<file path="src/rtl/ula_sequencer.sv">
// ula_sequencer: issues one operation at a time onto the shared result bus.
// It registers the operands and enables a single functional unit for SETTLE
// cycles. It then captures the bus into res_data and offers it downstream
// with a valid/ready handshake. Flags track the last comparison result.
module ula_sequencer #(
    parameter int WIDTH   = 8,
    parameter int N_UNITS = 4,
    parameter int SETTLE  = 1,
    parameter int CMP_IDX = 3,
    localparam int SELW   = (N_UNITS > 1) ? $clog2(N_UNITS) : 1
) (
    input  logic               clk,
    input  logic               rst,
    input  logic               in_valid,
    output logic               in_ready,
    input  logic [WIDTH-1:0]   op_a,
    input  logic [WIDTH-1:0]   op_b,
    input  logic [SELW-1:0]    op_sel,
    output logic [WIDTH-1:0]   a_out,
    output logic [WIDTH-1:0]   b_out,
    output logic [N_UNITS-1:0] en,
    input  logic [WIDTH:0]     bus_in,
    output logic               res_valid,
    input  logic               res_ready,
    output logic [WIDTH:0]     res_data,
    output logic               err,
    output logic               flag_gt,
    output logic               flag_lt,
    output logic               flag_eq
);

    localparam logic [3:0]      SETTLE_M1 = 4'(SETTLE - 1);
    localparam logic [SELW-1:0] CMP_SEL   = SELW'(CMP_IDX);
    localparam bit              CMP_OK    = (CMP_IDX >= 0) && (CMP_IDX < N_UNITS);

    typedef enum logic [1:0] {IDLE, DRIVE, HOLD} state_t;

    state_t          state;
    state_t          state_nx;
    logic [3:0]      cnt;
    logic [SELW-1:0] sel_q;
    logic            accept;
    logic            sel_ok;
    logic            capture;

    // Handshake decode, capture strobe and next-state selection
    always_comb begin
        in_ready = (state == IDLE);
        accept   = in_valid && (state == IDLE);
        sel_ok   = (32'(op_sel) < 32'(N_UNITS));
        capture  = (state == DRIVE) && (cnt == SETTLE_M1);
        state_nx = state;
        case (state)
            IDLE:    if (accept) state_nx = sel_ok ? DRIVE : HOLD;
            DRIVE:   if (capture) state_nx = HOLD;
            HOLD:    if (res_valid && res_ready) state_nx = IDLE;
            default: state_nx = IDLE;
        endcase
    end

    // State register
    always_ff @(posedge clk or posedge rst) begin
        if (rst) state <= IDLE;
        else     state <= state_nx;
    end

    // Operand, enable, result and flag registers.
    // The error path enters HOLD at acceptance but raises res_valid one
    // edge later, so both paths present a result no earlier than edge k+1.
    always_ff @(posedge clk or posedge rst) begin
        if (rst) begin
            a_out     <= '0;
            b_out     <= '0;
            en        <= '0;
            cnt       <= '0;
            sel_q     <= '0;
            res_valid <= 1'b0;
            res_data  <= '0;
            err       <= 1'b0;
            flag_gt   <= 1'b0;
            flag_lt   <= 1'b0;
            flag_eq   <= 1'b0;
        end else begin
            case (state)
                IDLE: begin
                    if (accept) begin
                        a_out <= op_a;
                        b_out <= op_b;
                        sel_q <= op_sel;
                        cnt   <= '0;
                        if (sel_ok) begin
                            en <= N_UNITS'(1) << op_sel;
                        end else begin
                            res_data <= '0;
                            err      <= 1'b1;
                        end
                    end
                end
                DRIVE: begin
                    cnt <= cnt + 4'd1;
                    if (capture) begin
                        res_data  <= bus_in;
                        err       <= 1'b0;
                        en        <= '0;
                        res_valid <= 1'b1;
                        if (CMP_OK && (sel_q == CMP_SEL)) begin
                            flag_gt <= bus_in[3];
                            flag_lt <= bus_in[4];
                            flag_eq <= bus_in[7];
                        end
                    end
                end
                HOLD: begin
                    if (!res_valid)     res_valid <= 1'b1;
                    else if (res_ready) res_valid <= 1'b0;
                end
                default: begin
                    en <= '0;
                end
            endcase
        end
    end

endmodule

</file>
<file path="config.mk">
export PLATFORM = sky130hd
export DESIGN_NAME = ula_sequencer
export DESIGN_NICKNAME = d
export VERILOG_FILES = /design/src/rtl/ula_sequencer.sv
export SDC_FILE = /design/constraint.sdc
export NUM_CORES = 1
export LEC_CHECK = 0
export ABC_AREA = 1
export CORE_ASPECT_RATIO = 1.5
export CORE_MARGIN = 2
export CORE_UTILIZATION = 49
export CTS_BUF_LIST = sky130_fd_sc_hd__clkbuf_4 sky130_fd_sc_hd__clkbuf_8
export DETAILED_ROUTE_END_ITERATION = 6
export PLACE_DENSITY = 0.95
export REMOVE_ABC_BUFFERS = 1
export SETUP_SLACK_MARGIN = 0.4
export SYNTH_ARGS = -nofsm -noshare
export SYNTH_HDL_FRONTEND = slang
export SYNTH_SLANG_ARGS = --single-unit
</file>
<file path="constraint.sdc">
create_clock -name clk -period 4.2 [get_ports clk]
set_input_delay 1.26 -clock clk [delete_from_list [all_inputs] [get_ports clk]]
set_output_delay 1.26 -clock clk [all_outputs]
set_load 0.02 [all_outputs]
</file>
==> results of run 1 <==
through the flow:
stage / util, % / hold WS (ns) / instances / setup WS, ns / cell area, um2
2_1_floorplan: - / 0.4586 / 196 / 1.994 / 1727
3_3_place_gp: 70.39 / 0.4526 / 303 / 1.358 / 2427
3_5_place_dp: 70.39 / 0.4572 / 303 / 1.328 / 2427
4_1_cts: 73.73 / 0.4775 / 311 / 1.085 / 2542
5_1_grt: 73.73 / 0.4975 / 311 / 1.020 / 2542
6_report: 73.73 / 0.4727 / 311 / 1.092 / 2542
power groups by stage:
stage	sequential, W	combinational (W)	clock, W
finish	0.000700	0.000989	0.000317
CTS	0.000701	0.00100	0.000328
detailed placement	0.000704	0.000997	0
global route	0.000725	0.00109	0.000344
floorplan	0.000879	0.000367	0
global placement	0.000700	0.000967	0
layout by cell type, fill, tap and decap left out, drive strengths merged, types with 2 or more instances in the layout:
cell type,count
dfrtp,41
inv,10
nor2,11
ha,2
o21ai,7
nand4,4
clkdlybuf4s50,64
nand2,85
nand3,35
clkbuf,5
final timing paths:
| check | slack [ns] | from | endpoint |
|---|---|---|---|
| max | 1.09 | state[1] | in_ready |
| min | 0.47 | en[0] | en[0] |
| max reg2reg | 2.48 | cnt[0] | res_data[3] |
| min reg2reg | 0.47 | en[0] | en[0] |
| max in group asynchronous | 2.47 | rst | res_data[7] |
| min in group asynchronous | 1.38 | rst | cnt[0] |
kinds of logic (layout without fill, tap and decap cells):
kind of cell,count (synthesis),in the layout
adder cells (fa/ha/maj),2,2
other,1,1
buffers and inverters,19,83
AO/OA/AOI/OAI,7,7
flip-flops,41,41
AND/OR/NAND/NOR,135,135
layer usage:
layer  wire, um  vias up
met5          0        -
met4         74        0
met3        323        7
met2       2008       56
met1       1449      715
li1           -      781
flip-flops by register name (all words and copies together), names as in the netlist, 2 cells and up:
signal,flops
res_data,9
cnt,4
state,2
b_out,8
a_out,8
sel_q,2
en,4
area by class of cell:
type / instances / area share [%]
repair buffers: 65 / 25.49
inverters: 10 / 1.476
well taps: 42 / 2.067
flip-flops and latches: 41 / 40.35
clock buffers: 5 / 2.707
clock inverters: 3 / 1.821
multi-input cells: 145 / 26.08
worst max-delay path: stages, from the launching register on:
cell             delay, ns
dfrtp_1               0.50
nor2_4                0.36
clkdlybuf4s50_1       0.69
==> flow_summary_export.csv, run 1 <==
group,metric,value,unit
pwr,clockPowerShare,15.8,%
timing,max_freq,321.8,MHz
synthesis,synth_top_area_cell,"dfrtp_1",
finish,fillerInstances,254,
die,die_x,53.36,um
detailed_routing,avgViaCountPerCell,5.013,
clock_network,cts_tree,"built",
finish,fin_nets,301,
clock_network,cts_setup_buffers,0,
synthesis,synth_area,1790,um2
pwr,p_comb_share,49.3,%
synthesis,post-synth-top-area-fraction,57.30,%
finish,area_growth_syn_to_layout,42.00,%
die,core_area,3448,um2
pwr,power_leakage,1.251,nW
timing,post-route-period-util,74.00,%
synthesis,synth_cells,205,
detailed_routing,route.detailed.wl_per_inst,12.40,um
place,port_buffers,64,
min_path,holdPathStages,2,
global_routing,grt_pass1_vias,1526,
timing,fin_tns_setup,0,ns
pwr,fin_total_pwr,0.002006,W
clock_network,htreeDepth,2,
clock_network,postCtsHoldBufs,0,
status,outcome,"finished clean",
die,start_util,51.92,%
synthesis,yosys_register_bits,41,
pwr,p_int,0.001175,W
global_routing,met2_usage,36.42,%
finish,num_antenna_cells,0,
detailed_routing,ant_nets,0,
clock_network,clock_latency,0.30,ns
global_routing,grt_max_degree,42,
synthesis,synth_commonest_cells,"nand2_1 (81), dfrtp_1 (41), nand3_1 (35), inv_1 (7), nor2_1 (7)",
synthesis,ys_types,19,
clock_network,cts_max_path_buffers,2,
synthesis,yosys.area_share.simple,33.47,%
clock_network,post_cts_resize_count,0,
synthesis,yosys.area_share.xor_xnor,0,%
timing,clock_skew,0.004795,ns
detailed_routing,first_iter_violations,51,
global_routing,grt_antenna_before_repair,0,
synthesis,synthAdderAreaFrac,1.398,%
timing,rsz0062_at_grt,"no",
min_path,hold_path.class,"reg2reg",
synthesis,synth_edf_count,0,
synthesis,synth_top_family_by_area,"simple AND/OR/NAND/NOR gates",
critical_path,arrival,1.85,ns
pwr,swShare,41.41,%
clock_network,cts_sinks,41,
synthesis,yosysWarnings,0,
global_routing,grt.busiest_layer,"met2",
detailed_routing,num_vias,1559,
die,die_h,78.04,um
place,gp_congestion,0.7363,
timing,tightest_slew,0.6002,ns
critical_path,worstRegToRegCells,7,
die,ios,66,
timing,fin_crit,3.108,ns
critical_path,end_kind,"output port",
pwr,seq_power_share,34.9,%
synthesis,synth_compound_area_share,1.957,%
global_routing,use_met3,8.175,%
synthesis,yosysMostFrequentCell,"nand2_1",
pwr,max-vdd-ir-drop,0.5350,mV
die,dieArea,4164,um2
global_routing,grt_pass1_wl,6624,um
timing,slew_viol_final,0,
detailed_routing,drc,0,
finish,multi_input_area,663.1,um2
finish,seq_area,1026,um2
critical_path,start_kind,"flop",
global_routing,overflow,0,
clock_network,clk_pin_slew_worst_paths,0.08,ns
critical_path,crit_path_max_fanout,18,
detailed_routing,drt_wl_total,3856,um
global_routing,grtUsageMet1,23.54,%
critical_path,worstPathRequired,2.94,ns
synthesis,synth_area_leaders,"dfrtp_1 (57%), nand2_1 (17%), nand3_1 (9.8%)",
critical_path,crit_type,"reg2out",
synthesis,synth_async_sr_flop_share,100.0,%
timing,maxSlewHeadroom,59.86,%
detailed_routing,dr.pass1.iters,4,
timing,setup_violations,0,
synthesis,postSynthAreaPerCell,8.734,um2
clock_network,root_buffer,"clkbuf_8",
synthesis,synthMuxAreaShare,0,%
place,place_hpwl,2834,um
die,fp-row-count,26,
pwr,power_density,788.9,nW/um2
clock_network,numCtsBuffers,5,
timing,hold_viol_final,0,
global_routing,grt_use_total,21.91,%
synthesis,ys.flop_type,"dfrtp_1",
job,drv_cap,0,
synthesis,yosysSeqAreaShare,57.30,%
finish,drive_gt1_share,7.435,%
pwr,p_sw,0.0008306,W
Note: power is estimated with default switching activity, not from simulation.
==> inputs of run 2 (changes only) <==
Settings changed: CORE_UTILIZATION 49 to 41, PLACE_DENSITY 0.95 to 0.86.
Clock period 4.2 ns to 2.65 ns, I/O delays scaled along.
==> flow_summary_export.csv, run 2 (synthesis results as in run 1) <==
group,metric,value,unit
finish,largest_register_ffs,9,
die,core_area,4209,um2
global_routing,grt_pass1_wl,7017,um
timing,clock_skew,0.003750,ns
critical_path,critPathMaxStageDelay,0.62,ns
detailed_routing,drc,0,
critical_path,critPathBufInv,1,
finish,drive_gt1_share,8.118,%
timing,max_freq,483.1,MHz
critical_path,r2r_slack,0.85,ns
timing,setup_violations,0,
critical_path,crit_chain,"clkdlybuf4s50_1",
min_path,worstHoldStart,"res_data[2]",
finish,fin_nets,303,
clock_network,cts_max_path_buffers,2,
timing,maxSlewHeadroom,62.77,%
timing,fin_tns_setup,0,ns
finish,final_cell_mix,"nand2_1 (81), clkdlybuf4s50_1 (63), dfrtp_1 (41), nand3_1 (35)",
global_routing,overflow,0,
place,port_buffers,64,
clock_network,numCtsBuffers,5,
finish,regMostFlops,"res_data",
min_path,hold_path.class,"reg2reg",
clock_network,clock_latency,0.28,ns
place,gp_congestion,0.7648,
timing,rsz0062_at_grt,"no",
clock_network,root_buffer,"clkbuf_8",
pwr,max-vdd-ir-drop,0.7842,mV
finish,area_growth_syn_to_layout,43.33,%
timing,hold_viol_final,0,
timing,post-route-period-util,78.12,%
critical_path,worstRegToRegCells,7,
critical_path,arrival,1.28,ns
global_routing,grt_antenna_before_repair,0,
pwr,power_density,1249,nW/um2
timing,slew_viol_final,0,
detailed_routing,drt_wl_total,3958,um
finish,seq_area,1026,um2
status,outcome,"finished clean",
finish,num_antenna_cells,0,
global_routing,grt_max_degree,42,
min_path,hold_end,"res_data[2]",
die,die_h,84.94,um
critical_path,worstPathRequired,1.86,ns
job,drv_cap,0,
global_routing,grt_pass1_vias,1632,
clock_network,cts_tree,"built",
pwr,power_leakage,1.269,nW
critical_path,r2r_start,"cnt[0]",
die,die_x,57.96,um
finish,fillerInstances,391,
die,fp-row-count,29,
clock_network,htreeDepth,2,
global_routing,grt_use_total,18.14,%
clock_network,cts_sinks,41,
die,ios,66,
critical_path,critPathSlowestCell,"clkdlybuf4s50_1",
clock_network,cts_setup_buffers,0,
timing,tightest_slew,0.5578,ns
min_path,holdPathStages,2,
timing,fin_crit,2.070,ns
detailed_routing,first_iter_violations,56,
detailed_routing,num_vias,1568,
place,place_hpwl,2939,um
critical_path,crit_path_max_fanout,3,
detailed_routing,avgViaCountPerCell,4.946,
critical_path,crit_type,"reg2out",
finish,post-route-util,60.97,%
die,dieArea,4922,um2
detailed_routing,ant_nets,0,
critical_path,start_kind,"flop",
finish,top_regs,"res_data: 9 flops, a_out: 8 flops, b_out: 8 flops",
die,start_util,42.54,%
critical_path,cp_top_family,"buffers and inverters",
detailed_routing,route.detailed.wl_per_inst,12.49,um
finish,multi_input_area,663.1,um2
critical_path,end_kind,"output port",
detailed_routing,dr.pass1.iters,4,
critical_path,r2r-end,"res_data[3]",
clock_network,clk_pin_slew_worst_paths,0.07,ns
finish,final_common_cell,"nand2_1",
==> run 2: worst max path at each step <==
stage / start / end / slack [ns] / cells past startpoint
detailed placement: state[1] / in_ready / 0.63 / 2
global route: res_valid / res_valid / 0.53 / 1
global placement: state[1] / in_ready / 0.65 / 2
CTS: res_valid / res_valid / 0.56 / 1
floorplan: rst / a_out[0] / 0.91 / 1
finish: res_valid / res_valid / 0.58 / 1
==> run 2: layout make-up <==
| cell class | count | area share [%] |
|---|---|---|
| well taps | 46 | 2.243 |
| clock buffers | 7 | 3.510 |
| inverters | 10 | 1.463 |
| flip-flops and latches | 41 | 39.98 |
| clock inverters | 1 | 1.170 |
| repair buffers | 67 | 25.79 |
| multi-input cells | 145 | 25.84 |
==> run 2: stage by stage <==
step / cells / total power [W] / setup slack [ns] / cell area (um2) / hold WS, ns
5_1_grt: 317 / 0.003455 / 0.5262 / 2566 / 0.4896
3_3_place_gp: 309 / 0.002662 / 0.6544 / 2447 / 0.4521
4_1_cts: 317 / 0.003247 / 0.5642 / 2566 / 0.4753
6_report: 317 / 0.003205 / 0.5798 / 2566 / 0.4705
2_1_floorplan: 196 / 0.001975 / 0.9090 / 1727 / 0.4586
3_5_place_dp: 309 / 0.002722 / 0.6311 / 2447 / 0.4574
==> run 2: metal layers <==
layer	GRT usage, %	wire, um	vias to the layer above	part of all wire, %
met3	4.268	226	2	5.7
met2	33.47	2193	53	55
li1	-	-	779	-
met1	20.02	1517	734	38
met5	0	0	-	0
met4	5.497	21	0	0.53
==> run 2: repair_timing <==
action                                  4_1_cts  5_1_grt
resized for setup                             1        0
hold buffers                                  0        0
endpoints found under the setup margin        1        0
==> run 2: power by group <==
group / switching, W / total, W / internal (W)
Clock: 0.000198 / 0.000515 / 0.000317
Sequential: 0.000193 / 0.00111 / 0.000916
Combinational: 0.000906 / 0.00158 / 0.000674
==> inputs of run 3 (changes only) <==
Clock period 2.65 ns to 1.7 ns, I/O delays scaled along.
==> flow_summary_export.csv, run 3 (synthesis results as in run 1) <==
group,metric,value,unit
detailed_routing,first_iter_violations,45,
global_routing,grt_pass1_vias,1715,
pwr,max-vdd-ir-drop,1.433,mV
clock_network,root_buffer,"clkbuf_8",
finish,fillerInstances,322,
timing,post-route-period-util,87.65,%
finish,drive_gt1_share,35.28,%
critical_path,end_kind,"output port",
place,port_buffers,64,
place,place_ws,0.01569,ns
pwr,power_density,1983,nW/um2
clock_network,cts_max_path_buffers,2,
global_routing,grt_antenna_before_repair,0,
pwr,fin_total_pwr,0.005903,W
finish,top_regs,"res_data: 9 flops, a_out: 8 flops, b_out: 8 flops",
timing,rsz0062_at_grt,"yes",
finish,largest_register_ffs,9,
min_path,worstHoldStart,"a_out[5]",
timing,setup_ws,0.2099,ns
min_path,holdPathStages,2,
die,core_area,4209,um2
critical_path,crit_type,"reg2out",
finish,regMostFlops,"res_data",
finish,num_antenna_cells,0,
timing,clock_skew,0.008695,ns
min_path,hold_path.class,"reg2reg",
detailed_routing,route.detailed.wl_per_inst,13.35,um
finish,final_common_cell,"nand2_1",
critical_path,worstRegToRegCells,7,
min_path,hold_end,"a_out[5]",
clock_network,clock_latency,0.31,ns
critical_path,r2r_slack,0.38,ns
timing,hold_viol_final,0,
timing,fin_crit,1.490,ns
status,outcome,"finished clean",
detailed_routing,drt_wl_total,4740,um
die,fp-row-count,29,
finish,area_growth_syn_to_layout,66.25,%
die,die_x,57.96,um
global_routing,grt_use_total,19.46,%
critical_path,r2r-end,"res_data[6]",
detailed_routing,ant_nets,0,
die,dieArea,4922,um2
clock_network,htreeDepth,2,
clock_network,numCtsBuffers,5,
timing,holdWs,0.4968,ns
clock_network,clk_pin_slew_worst_paths,0.08,ns
global_routing,grt_pass1_wl,7458,um
timing,setup_violations,0,
critical_path,start_kind,"flop",
critical_path,worstPathRequired,1.19,ns
pwr,power_leakage,1.539,nW
critical_path,arrival,0.98,ns
timing,fin_tns_setup,0,ns
finish,fin_nets,341,
finish,final_cell_mix,"nand2_1 (78), dfrtp_1 (41), buf_4 (36), buf_6 (35), clkdlybuf4s50_1 (29)",
critical_path,r2r_start,"cnt[0]",
place,place_hpwl,2905,um
timing,slew_viol_final,0,
critical_path,crit_path_max_fanout,2,
die,die_h,84.94,um
timing,max_freq,671.1,MHz
detailed_routing,dr.pass1.iters,4,
clock_network,cts_sinks,41,
place,gp_congestion,0.7758,
detailed_routing,drc,0,
clock_network,cts_tree,"built",
die,ios,66,
die,start_util,42.54,%
global_routing,overflow,0,
job,drv_cap,0,
global_routing,grt_max_degree,42,
detailed_routing,num_vias,1742,
detailed_routing,avgViaCountPerCell,4.907,
-- run 3: changes by cell type in the layout (fill, tap and decap cells not counted), moves of 2 or more --
| cell | change |
|---|---|
| nand2_1 | -3 |
| nand2_4 | +3 |
| inv_1 | -2 |
| nand3_1 | -8 |
| buf_4 | +33 |
| nor2_4 | +2 |
| buf_6 | +35 |
| clkinv_2 | +2 |
| clkdlybuf4s50_1 | -34 |
| nand3_2 | +8 |
-- run 3: how the worst max path moves through the flow --
stage                   from  endpoint  slack (ns)  cells past startpoint
global placement    in_valid    cnt[2]        0.07                      4
finish              state[0]  in_ready        0.21                      2
CTS                 state[0]  in_ready        0.22                      2
detailed placement  in_valid    cnt[2]        0.02                      4
global route        state[0]  in_ready        0.18                      2
floorplan                rst  a_out[0]        0.24                      1
-- run 3: final cells by class --
cell class / instances / area, um2 / area share, %
Sequential cell: 41 / 1026 / 34.47
Timing Repair Buffer: 102 / 983.4 / 33.04
Multi-Input combinational cell: 148 / 783.3 / 26.31
Clock buffer: 5 / 68.82 / 2.312
Tap cell: 46 / 57.56 / 1.934
Inverter: 10 / 40.04 / 1.345
Clock inverter: 3 / 17.52 / 0.5885
-- run 3: critical path, cell delays in order, from the launching register on --
cell	delay, ns
dfrtp_1	0.42
nor2_4	0.14
buf_6	0.12
-- run 3: repair_timing --
| item | CTS | global route |
|---|---|---|
| endpoints found under the setup margin | 71 | 55 |
| buffers inserted | 15 | 17 |
| hold buffers | 0 | 0 |
| gates cloned | 3 | 0 |
| pin swaps | 4 | 15 |
| gates resized for setup | 214 | 15 |
-- run 3: metrics by stage --
step                std cells  instance area (um2)  utilization [%]
floorplan                 196                 1727                -
global placement          312                 2482            58.98
detailed placement        312                 2482            58.98
CTS                       338                 2775            65.93
global route              355                 2977            70.72
finish                    355                 2977            70.72
-- run 3: layer usage --
metal,routed length (um),vias up,global-route usage [%]
li1,-,861,-
met1,1764,821,21.34
met2,2615,53,35.64
met3,252,7,4.726
met4,108,0,6.554
met5,0,-,0
-- run 3: report_power, final --
part	leakage [nW]	internal, W	switching [W]
Sequential	0.511	0.00143	0.000339
Combinational	0.984	0.00170	0.00179
Clock	0.0439	0.000283	0.000357
Total	1.54	0.00342	0.00248
